**src/rtl/matrix_addr_gen_pkg.sv**
```systemverilog
// Shared constants and types for the matrix address sequencer.
package matrix_addr_gen_pkg;

    localparam int DEF_ADDR_WIDTH = 12;
    localparam int DEF_CNT_WIDTH  = 11;
    localparam int DEF_PIPE_DEPTH = 3;

    // Full bus width: word offset plus the two bank-select MSBs.
    localparam int BANKED_AW = DEF_ADDR_WIDTH + 2;

    localparam logic [1:0] BANK_M0P0 = 2'b00;
    localparam logic [1:0] BANK_M0P1 = 2'b01;
    localparam logic [1:0] BANK_M1P0 = 2'b10;
    localparam logic [1:0] BANK_M1P1 = 2'b11;

    typedef enum logic [1:0] {
        ST_IDLE  = 2'd0,
        ST_RUN   = 2'd1,
        ST_DRAIN = 2'd2,
        ST_DONE  = 2'd3
    } state_t;

    function automatic int banked_width(input int aw);
        return aw + 2;
    endfunction

    function automatic logic banks_distinct(input logic [1:0] a, input logic [1:0] b,
                                            input logic [1:0] c, input logic [1:0] d);
        return (a != b) && (a != c) && (a != d) && (b != c) && (b != d) && (c != d);
    endfunction

endpackage

```
**src/rtl/matrix_addr_gen_delay.sv**
```systemverilog
// Stall-aware valid+address shift register lining D writes up with datapath latency.
module addr_delay_line #(
    parameter int DEPTH = 3,
    parameter int AW    = 14
) (
    input  logic             clk,
    input  logic             rst_n,
    input  logic             i_adv,
    input  logic             i_vld,
    input  logic [AW-1:0]    i_addr,
    output logic [DEPTH-1:0] o_vld,
    output logic [AW-1:0]    o_addr
);

    logic [DEPTH-1:0] r_vld;
    logic [AW-1:0]    r_addr [DEPTH];

    // Address stages only load behind a valid, so bubbles never disturb them.
    always_ff @(posedge clk or negedge rst_n) begin
        if (!rst_n) begin
            r_vld <= '0;
            for (int k = 0; k < DEPTH; k++) r_addr[k] <= '0;
        end else if (i_adv) begin
            r_vld[0] <= i_vld;
            if (i_vld) r_addr[0] <= i_addr;
            for (int k = 1; k < DEPTH; k++) begin
                r_vld[k] <= r_vld[k-1];
                if (r_vld[k-1]) r_addr[k] <= r_addr[k-1];
            end
        end
    end

    assign o_vld  = r_vld;
    assign o_addr = r_addr[DEPTH-1];

endmodule

```
**src/rtl/matrix_addr_gen.sv**
```systemverilog
// Row-major A/B/C read and delayed D write address sequencer for a ROWS x COLS tile.
//
//   state    | meaning
//   ST_IDLE  | waiting for start; config sampled on start
//   ST_RUN   | one element issued per non-stalled cycle
//   ST_DRAIN | issue finished, waiting for D pipeline to empty
//   ST_DONE  | one-cycle done (and cfg_err) pulse
module matrix_addr_gen
    import matrix_addr_gen_pkg::*;
#(
    parameter int ADDR_WIDTH = DEF_ADDR_WIDTH,
    parameter int CNT_WIDTH  = DEF_CNT_WIDTH,
    parameter int PIPE_DEPTH = DEF_PIPE_DEPTH
) (
    input  logic                  clk,
    input  logic                  rst_n,
    input  logic                  start,
    input  logic [ADDR_WIDTH+1:0] a_base,
    input  logic [ADDR_WIDTH+1:0] b_base,
    input  logic [ADDR_WIDTH+1:0] c_base,
    input  logic [ADDR_WIDTH+1:0] d_base,
    input  logic [ADDR_WIDTH-1:0] a_stride,
    input  logic [ADDR_WIDTH-1:0] c_stride,
    input  logic [ADDR_WIDTH-1:0] d_stride,
    input  logic [CNT_WIDTH-1:0]  rows,
    input  logic [CNT_WIDTH-1:0]  cols,
    input  logic                  stall,
    output logic [ADDR_WIDTH+1:0] A_addr,
    output logic [ADDR_WIDTH+1:0] B_addr,
    output logic [ADDR_WIDTH+1:0] C_addr,
    output logic [ADDR_WIDTH+1:0] D_addr,
    output logic                  rd_valid,
    output logic                  d_wr_en,
    output logic                  busy,
    output logic                  done,
    output logic                  cfg_err
);

    localparam int AW = ADDR_WIDTH;
    localparam int BW = banked_width(ADDR_WIDTH);
    localparam logic [PIPE_DEPTH-1:0] LAST_MASK = PIPE_DEPTH'(1) << (PIPE_DEPTH - 1);

    state_t r_state, w_state_nxt;

    logic [1:0]           r_bank_a, r_bank_b, r_bank_c, r_bank_d;
    logic [AW-1:0]        r_b_off, r_a_stride, r_c_stride, r_d_stride;
    logic [CNT_WIDTH-1:0] r_rows, r_cols, r_i, r_j;
    logic [AW-1:0]        r_a_row, r_c_row, r_d_row;
    logic [BW-1:0]        r_a_addr, r_b_addr, r_c_addr, r_d_issue, r_d_hold;
    logic                 r_cfg_err;

    logic                 w_start_ok, w_bank_ok, w_empty, w_issue, w_last_col, w_last;
    logic                 w_drain_ok, w_wr;
    logic [CNT_WIDTH-1:0] w_j_inc;
    logic [AW-1:0]        w_a_nxt, w_b_nxt, w_c_nxt, w_d_nxt;
    logic [PIPE_DEPTH-1:0] w_dl_vld;
    logic [BW-1:0]        w_dl_addr;

    assign w_start_ok = (r_state == ST_IDLE) && start;
    assign w_bank_ok  = banks_distinct(a_base[AW+1:AW], b_base[AW+1:AW],
                                       c_base[AW+1:AW], d_base[AW+1:AW]);
    assign w_empty    = (rows == '0) || (cols == '0);
    assign w_issue    = (r_state == ST_RUN) && !stall;
    assign w_last_col = (r_j == r_cols - 1'b1);
    assign w_last     = w_last_col && (r_i == r_rows - 1'b1);
    assign w_j_inc    = r_j + 1'b1;

    // End of a row restarts each operand from its (advanced) row pointer.
    always_comb begin
        w_a_nxt = r_a_row + AW'(w_j_inc);
        w_b_nxt = r_b_off + AW'(w_j_inc);
        w_c_nxt = r_c_row + AW'(w_j_inc);
        w_d_nxt = r_d_row + AW'(w_j_inc);
        if (w_last_col) begin
            w_a_nxt = r_a_row + r_a_stride;
            w_b_nxt = r_b_off;
            w_c_nxt = r_c_row + r_c_stride;
            w_d_nxt = r_d_row + r_d_stride;
        end
    end

    always_ff @(posedge clk or negedge rst_n) begin
        if (!rst_n) r_state <= ST_IDLE;
        else        r_state <= w_state_nxt;
    end

    always_comb begin
        w_state_nxt = r_state;
        case (r_state)
            ST_IDLE:  if (start) w_state_nxt = (!w_bank_ok || w_empty) ? ST_DONE : ST_RUN;
            ST_RUN:   if (w_issue && w_last) w_state_nxt = ST_DRAIN;
            ST_DRAIN: if (w_drain_ok) w_state_nxt = ST_DONE;
            ST_DONE:  w_state_nxt = ST_IDLE;
            default:  w_state_nxt = ST_IDLE;
        endcase
    end

    always_ff @(posedge clk or negedge rst_n) begin
        if (!rst_n) begin
            r_bank_a   <= '0;
            r_bank_b   <= '0;
            r_bank_c   <= '0;
            r_bank_d   <= '0;
            r_b_off    <= '0;
            r_a_stride <= '0;
            r_c_stride <= '0;
            r_d_stride <= '0;
            r_rows     <= '0;
            r_cols     <= '0;
            r_i        <= '0;
            r_j        <= '0;
            r_a_row    <= '0;
            r_c_row    <= '0;
            r_d_row    <= '0;
            r_a_addr   <= '0;
            r_b_addr   <= '0;
            r_c_addr   <= '0;
            r_d_issue  <= '0;
            r_cfg_err  <= 1'b0;
        end else if (w_start_ok) begin
            r_bank_a   <= a_base[AW+1:AW];
            r_bank_b   <= b_base[AW+1:AW];
            r_bank_c   <= c_base[AW+1:AW];
            r_bank_d   <= d_base[AW+1:AW];
            r_b_off    <= b_base[AW-1:0];
            r_a_stride <= a_stride;
            r_c_stride <= c_stride;
            r_d_stride <= d_stride;
            r_rows     <= rows;
            r_cols     <= cols;
            r_i        <= '0;
            r_j        <= '0;
            r_a_row    <= a_base[AW-1:0];
            r_c_row    <= c_base[AW-1:0];
            r_d_row    <= d_base[AW-1:0];
            r_cfg_err  <= !w_bank_ok;
            // Visible addresses only move when a real operation begins.
            if (w_bank_ok && !w_empty) begin
                r_a_addr  <= a_base;
                r_b_addr  <= b_base;
                r_c_addr  <= c_base;
                r_d_issue <= d_base;
            end
        end else if (w_issue && !w_last) begin
            r_a_addr  <= {r_bank_a, w_a_nxt};
            r_b_addr  <= {r_bank_b, w_b_nxt};
            r_c_addr  <= {r_bank_c, w_c_nxt};
            r_d_issue <= {r_bank_d, w_d_nxt};
            if (w_last_col) begin
                r_j     <= '0;
                r_i     <= r_i + 1'b1;
                r_a_row <= w_a_nxt;
                r_c_row <= w_c_nxt;
                r_d_row <= w_d_nxt;
            end else begin
                r_j <= w_j_inc;
            end
        end
    end

    addr_delay_line #(
        .DEPTH (PIPE_DEPTH),
        .AW    (BW)
    ) u_delay (
        .clk    (clk),
        .rst_n  (rst_n),
        .i_adv  (!stall),
        .i_vld  (w_issue),
        .i_addr (r_d_issue),
        .o_vld  (w_dl_vld),
        .o_addr (w_dl_addr)
    );

    // Empty after this edge: only the last stage may hold a write, and it drains now.
    assign w_drain_ok = (w_dl_vld == '0) || ((w_dl_vld == LAST_MASK) && !stall);
    assign w_wr       = w_dl_vld[PIPE_DEPTH-1] && !stall;

    always_ff @(posedge clk or negedge rst_n) begin
        if (!rst_n)    r_d_hold <= '0;
        else if (w_wr) r_d_hold <= w_dl_addr;
    end

    assign A_addr   = r_a_addr;
    assign B_addr   = r_b_addr;
    assign C_addr   = r_c_addr;
    assign D_addr   = w_wr ? w_dl_addr : r_d_hold;
    assign rd_valid = w_issue;
    assign d_wr_en  = w_wr;
    assign busy     = (r_state == ST_RUN) || (r_state == ST_DRAIN);
    assign done     = (r_state == ST_DONE);
    assign cfg_err  = (r_state == ST_DONE) && r_cfg_err;

endmodule
```
**config.mk**
```make
export PLATFORM = sky130hd
export DESIGN_NAME = matrix_addr_gen
export DESIGN_NICKNAME = d
export VERILOG_FILES = /design/src/rtl/matrix_addr_gen_pkg.sv /design/src/rtl/matrix_addr_gen_delay.sv /design/src/rtl/matrix_addr_gen.sv
export SDC_FILE = /design/constraint.sdc
export NUM_CORES = 1
export LEC_CHECK = 0
export ABC_CLOCK_PERIOD_IN_PS = 12900
export CORE_MARGIN = 1.5
export CORE_UTILIZATION = 57
export DETAILED_ROUTE_END_ITERATION = 16
export PLACE_DENSITY = 0.79
export SYNTH_ARGS = -nofsm -noshare
export SYNTH_HDL_FRONTEND = slang
export SYNTH_SLANG_ARGS = --single-unit
```
**constraint.sdc**
```tcl
create_clock -name clk -period 12.9 [get_ports clk]
set_input_delay 2.58 -clock clk [delete_from_list [all_inputs] [get_ports clk]]
set_output_delay 2.58 -clock clk [all_outputs]
set_load 0.005 [all_outputs]
```
==> run metrics <==
Final Max Slew Viols=0; final instance area=16,350 µm²; sequential element share of the synthesized area=0.4718; clk sinks=254; drt drc=0; Initial DRT Pass Iterations=6; number of routed nets with antenna violations=0; r2r worst-path depth=17; RSZ-0062 raised after global routing=false; CP Launch Point=stall; CTS tree=done; die width=156.7 µm; skew final=0.02645 ns; P_int=0.001986 W; final WL=34,090 µm; Mapped Area=13,470 µm²; critical path data arrival time=5.12 ns; Tmin final=7.704 ns; R2R Path End=A_addr[11]; # setup viols final=0; Die Ht=156.7 µm; root buffer cell=clkbuf_16; Area growth syn-to-layout=21.33%; antenna violations before repair=0; ratio of final minimum period to clock period=0.5972; r2r startpoint=r_cols[3]; EDFF count, synth=0; ys async rst share=1.000; non-filler cells, final=1,940; final hold violations=0; required time worst endpoint=10.32 ns; r2r setup slk=7.43 ns; global-route wire length before repair=54,440 µm; Clock power frac=0.259; Starting Density=0.5774; Buf/Inv on CP=3; hold buffer count at CTS=0; status=completed; IO Port Bufs=178; Setup TNS Final=0 ns; Max-slew headroom=0.3557; Logic pwr share=0.373; WHS=0.4535 ns; vias in the first global route=10,710; LEAKAGE=7.868 nW; switching power=0.001028 W; worst-margin pin slew=0.9664 ns; Stages on worst setup path=4; post-CTS sizing=0; critical path's slowest cell=clkdlybuf4s50_1; n_diodes=0; die area=24,570 µm²; fillcell total=1,794; Skew-Pair Late Insertion Delay=0.56 ns; Worst Hold Path Cells=2; cts bufs inserted=27; Yosys warning count=0; largest net degree at the start of global routing=110; worst min path class=register to register; Placer Congestion=0.8998; clock slew at reported path FFs=0.07 ns; vias per cell=5.693; WL per Instance=17.57 µm; critical path endpoint category=output pin; Top FF cell, synth=dfrtp_1; CP dominant cell by count=clkdlybuf4s50_1; Sequential Power Share=0.368; dpl cells=1,892; startpoint types=primary input; hpwl dp=23,890 µm; Max FO, Critical Path=18; Crit path max-delay family=buffers and inverters; Max Cap Viol=0; grt ovf=0; share of layout cells above drive strength 1=0.07773; maximum VDD drop=98.55 µV; CORE AREA=23,330 µm²; crit path to=rd_valid; Top Ports=179; Iteration-0 DRC Markers=786; Post-CTS Setup Bufs=0; Mapped Cells=1,459; post-synthesis cell type count=72; Post-DP Area=15,460 µm²; Cell Pwr Density=184.4 nW/µm²; slowest stage delay, CP=0.66 ns; switch share=0.3411; All-Layer GR Usage=0.2800; Std-Cell Rows=56; Yosys reg bits=254; Setup CP Type=primary input to output pin; nets=1,778; worst-case clock buffer depth=3; Syn Nets=1,634; CTS H-tree depth=1; CP cell instances=clkdlybuf4s50_1 -> nand2b_1 -> clkinv_1 -> clkdlybuf4s50_1; syn_area_per_cell=9.234 µm²; fmax=129.8 MHz; routed via count=11,040
## worst reg2reg max path, stage by stage, from the launching register on
cell      delay (ns)
dfrtp_1         0.45
nor4_1          0.36
nand3b_1        0.15
or3_1           0.34
xnor2_1         0.39
or3_1           0.65
buf_4           0.47
nand2_1         0.24
nand2_1         0.16
ha_1            0.25
a211oi_1        0.23
nor2_1          0.10
nor2_1          0.14
o21ai_0         0.17
o41a_1          0.39
a31oi_1         0.42
a211oi_1        0.15
o32ai_1         0.31
## worst min-delay path by stage
stage	start	to	slack [ns]
3_3_place_gp	r_d_issue[2]	u_delay.r_addr[30]	0.45
6_report	r_d_issue[13]	u_delay.r_addr[41]	0.45
4_1_cts	r_d_issue[2]	u_delay.r_addr[30]	0.46
5_1_grt	r_d_stride[2]	r_d_stride[2]	0.49
3_5_place_dp	r_d_issue[3]	u_delay.r_addr[31]	0.45
2_1_floorplan	r_d_issue[2]	u_delay.r_addr[30]	0.43
## cell usage after synthesis, types with 3 or more instances
| library cell | count | area (µm²) |
|---|---|---|
| nand2_1 | 341 | 1280 |
| dfrtp_1 | 254 | 6356 |
| nor2_1 | 155 | 581.8 |
| a21oi_1 | 82 | 410.4 |
| o21ai_0 | 54 | 270.3 |
| ha_1 | 53 | 663.1 |
| mux2_2 | 49 | 551.8 |
| clkbuf_1 | 48 | 180.2 |
| xor2_1 | 44 | 385.4 |
| nor3_1 | 41 | 205.2 |
| xnor2_1 | 36 | 315.3 |
| inv_1 | 25 | 93.84 |
| mux2_1 | 24 | 270.3 |
| mux2i_1 | 24 | 240.2 |
| nand3_1 | 21 | 105.1 |
| buf_2 | 18 | 90.09 |
| a21o_1 | 14 | 105.1 |
| a31oi_1 | 11 | 68.82 |
| or3_1 | 11 | 68.82 |
| buf_1 | 9 | 33.78 |
| nor4_1 | 8 | 50.05 |
| o31ai_1 | 8 | 60.06 |
| a211oi_1 | 7 | 52.55 |
| a22o_1 | 7 | 61.31 |
| and3_1 | 7 | 43.79 |
| nand2b_1 | 7 | 43.79 |
| nor2b_1 | 7 | 43.79 |
| o211ai_1 | 6 | 45.04 |
| o22ai_1 | 6 | 37.54 |
| or4_1 | 6 | 45.04 |
| o2bb2ai_1 | 5 | 43.79 |
| a211o_1 | 4 | 35.03 |
| and2_1 | 4 | 25.02 |
| fa_1 | 4 | 80.08 |
| o21ai_1 | 4 | 20.02 |
| and4_1 | 3 | 26.28 |
| o41ai_1 | 3 | 26.28 |
| or2_2 | 3 | 18.77 |
## routing by layer
metal,vias to the layer above,track usage,share of wire
met1,5301,0.3849,0.44
li1,5283,-,-
met5,-,0,0
met3,81,0.03600,0.063
met2,379,0.4547,0.46
met4,0,0.1048,0.035
## sequential cells by signal, summed over array words and instances (netlist names), 12 cells and up
register,count
A_addr,14
C_addr,14
r_d_stride,12
r_b_off,12
u_delay.r_addr,28
u_delay.o_addr,14
r_d_issue,14
r_a_row,12
B_addr,14
r_c_stride,12
r_d_hold,14
r_d_row,12
r_a_stride,12
r_c_row,12
## layout make-up
class / count / area, µm² / area share
well taps: 319 / 399.1 / 0.02442
multi-input cells: 1102 / 6720 / 0.4111
flip-flops and latches: 254 / 6356 / 0.3888
clock buffers: 37 / 773.2 / 0.04730
clock inverters: 10 / 108.9 / 0.006659
inverters: 26 / 97.59 / 0.005970
repair buffers: 192 / 1892 / 0.1157
## power by group through the flow
stage | clock (W) | combinational (W) | sequential (W)
floorplan | 0 | 0.000740 | 0.00109
global placement | 0 | 0.00108 | 0.00111
detailed placement | 0 | 0.00111 | 0.00112
CTS | 0.000786 | 0.00112 | 0.00111
global route | 0.000819 | 0.00125 | 0.00113
finish | 0.000780 | 0.00112 | 0.00111
## cells in the final DEF, fill, tap and decap left out, types with 14 or more instances in the layout
cell type,instances
a21o_1,14
a21oi_1,81
buf_4,14
clkbuf_16,27
clkdlybuf4s50_1,177
dfrtp_1,254
ha_1,53
inv_1,25
mux2_1,24
mux2_2,49
mux2i_1,24
nand2_1,340
nand3_1,21
nor2_1,155
nor3_1,41
o21ai_0,54
xnor2_1,36
xor2_1,44
## per-stage QoR
step                utilization  setup slack (ns)  power [W]
finish                   0.7006             5.196   0.003014
global route             0.7006             5.052   0.003200
CTS                      0.7003             5.220   0.003019
detailed placement       0.6625             5.240   0.002231
global placement         0.6625             5.305   0.002190
floorplan                     -             6.482   0.001827
## cell families (layout without fill, tap and decap cells)
family | after synthesis | count (layout) | share of synthesized area
adder cells (fa/ha/maj) | 57 | 57 | 0.05516
multiplexers | 97 | 97 | 0.07884
buffers and inverters | 103 | 265 | 0.03092
XOR/XNOR | 80 | 80 | 0.05201
AND/OR/NAND/NOR | 630 | 630 | 0.1987
flip-flops | 254 | 254 | 0.4718
AO/OA/AOI/OAI | 238 | 238 | 0.1126
No activity file was read; power rests on OpenSTA's default activity.
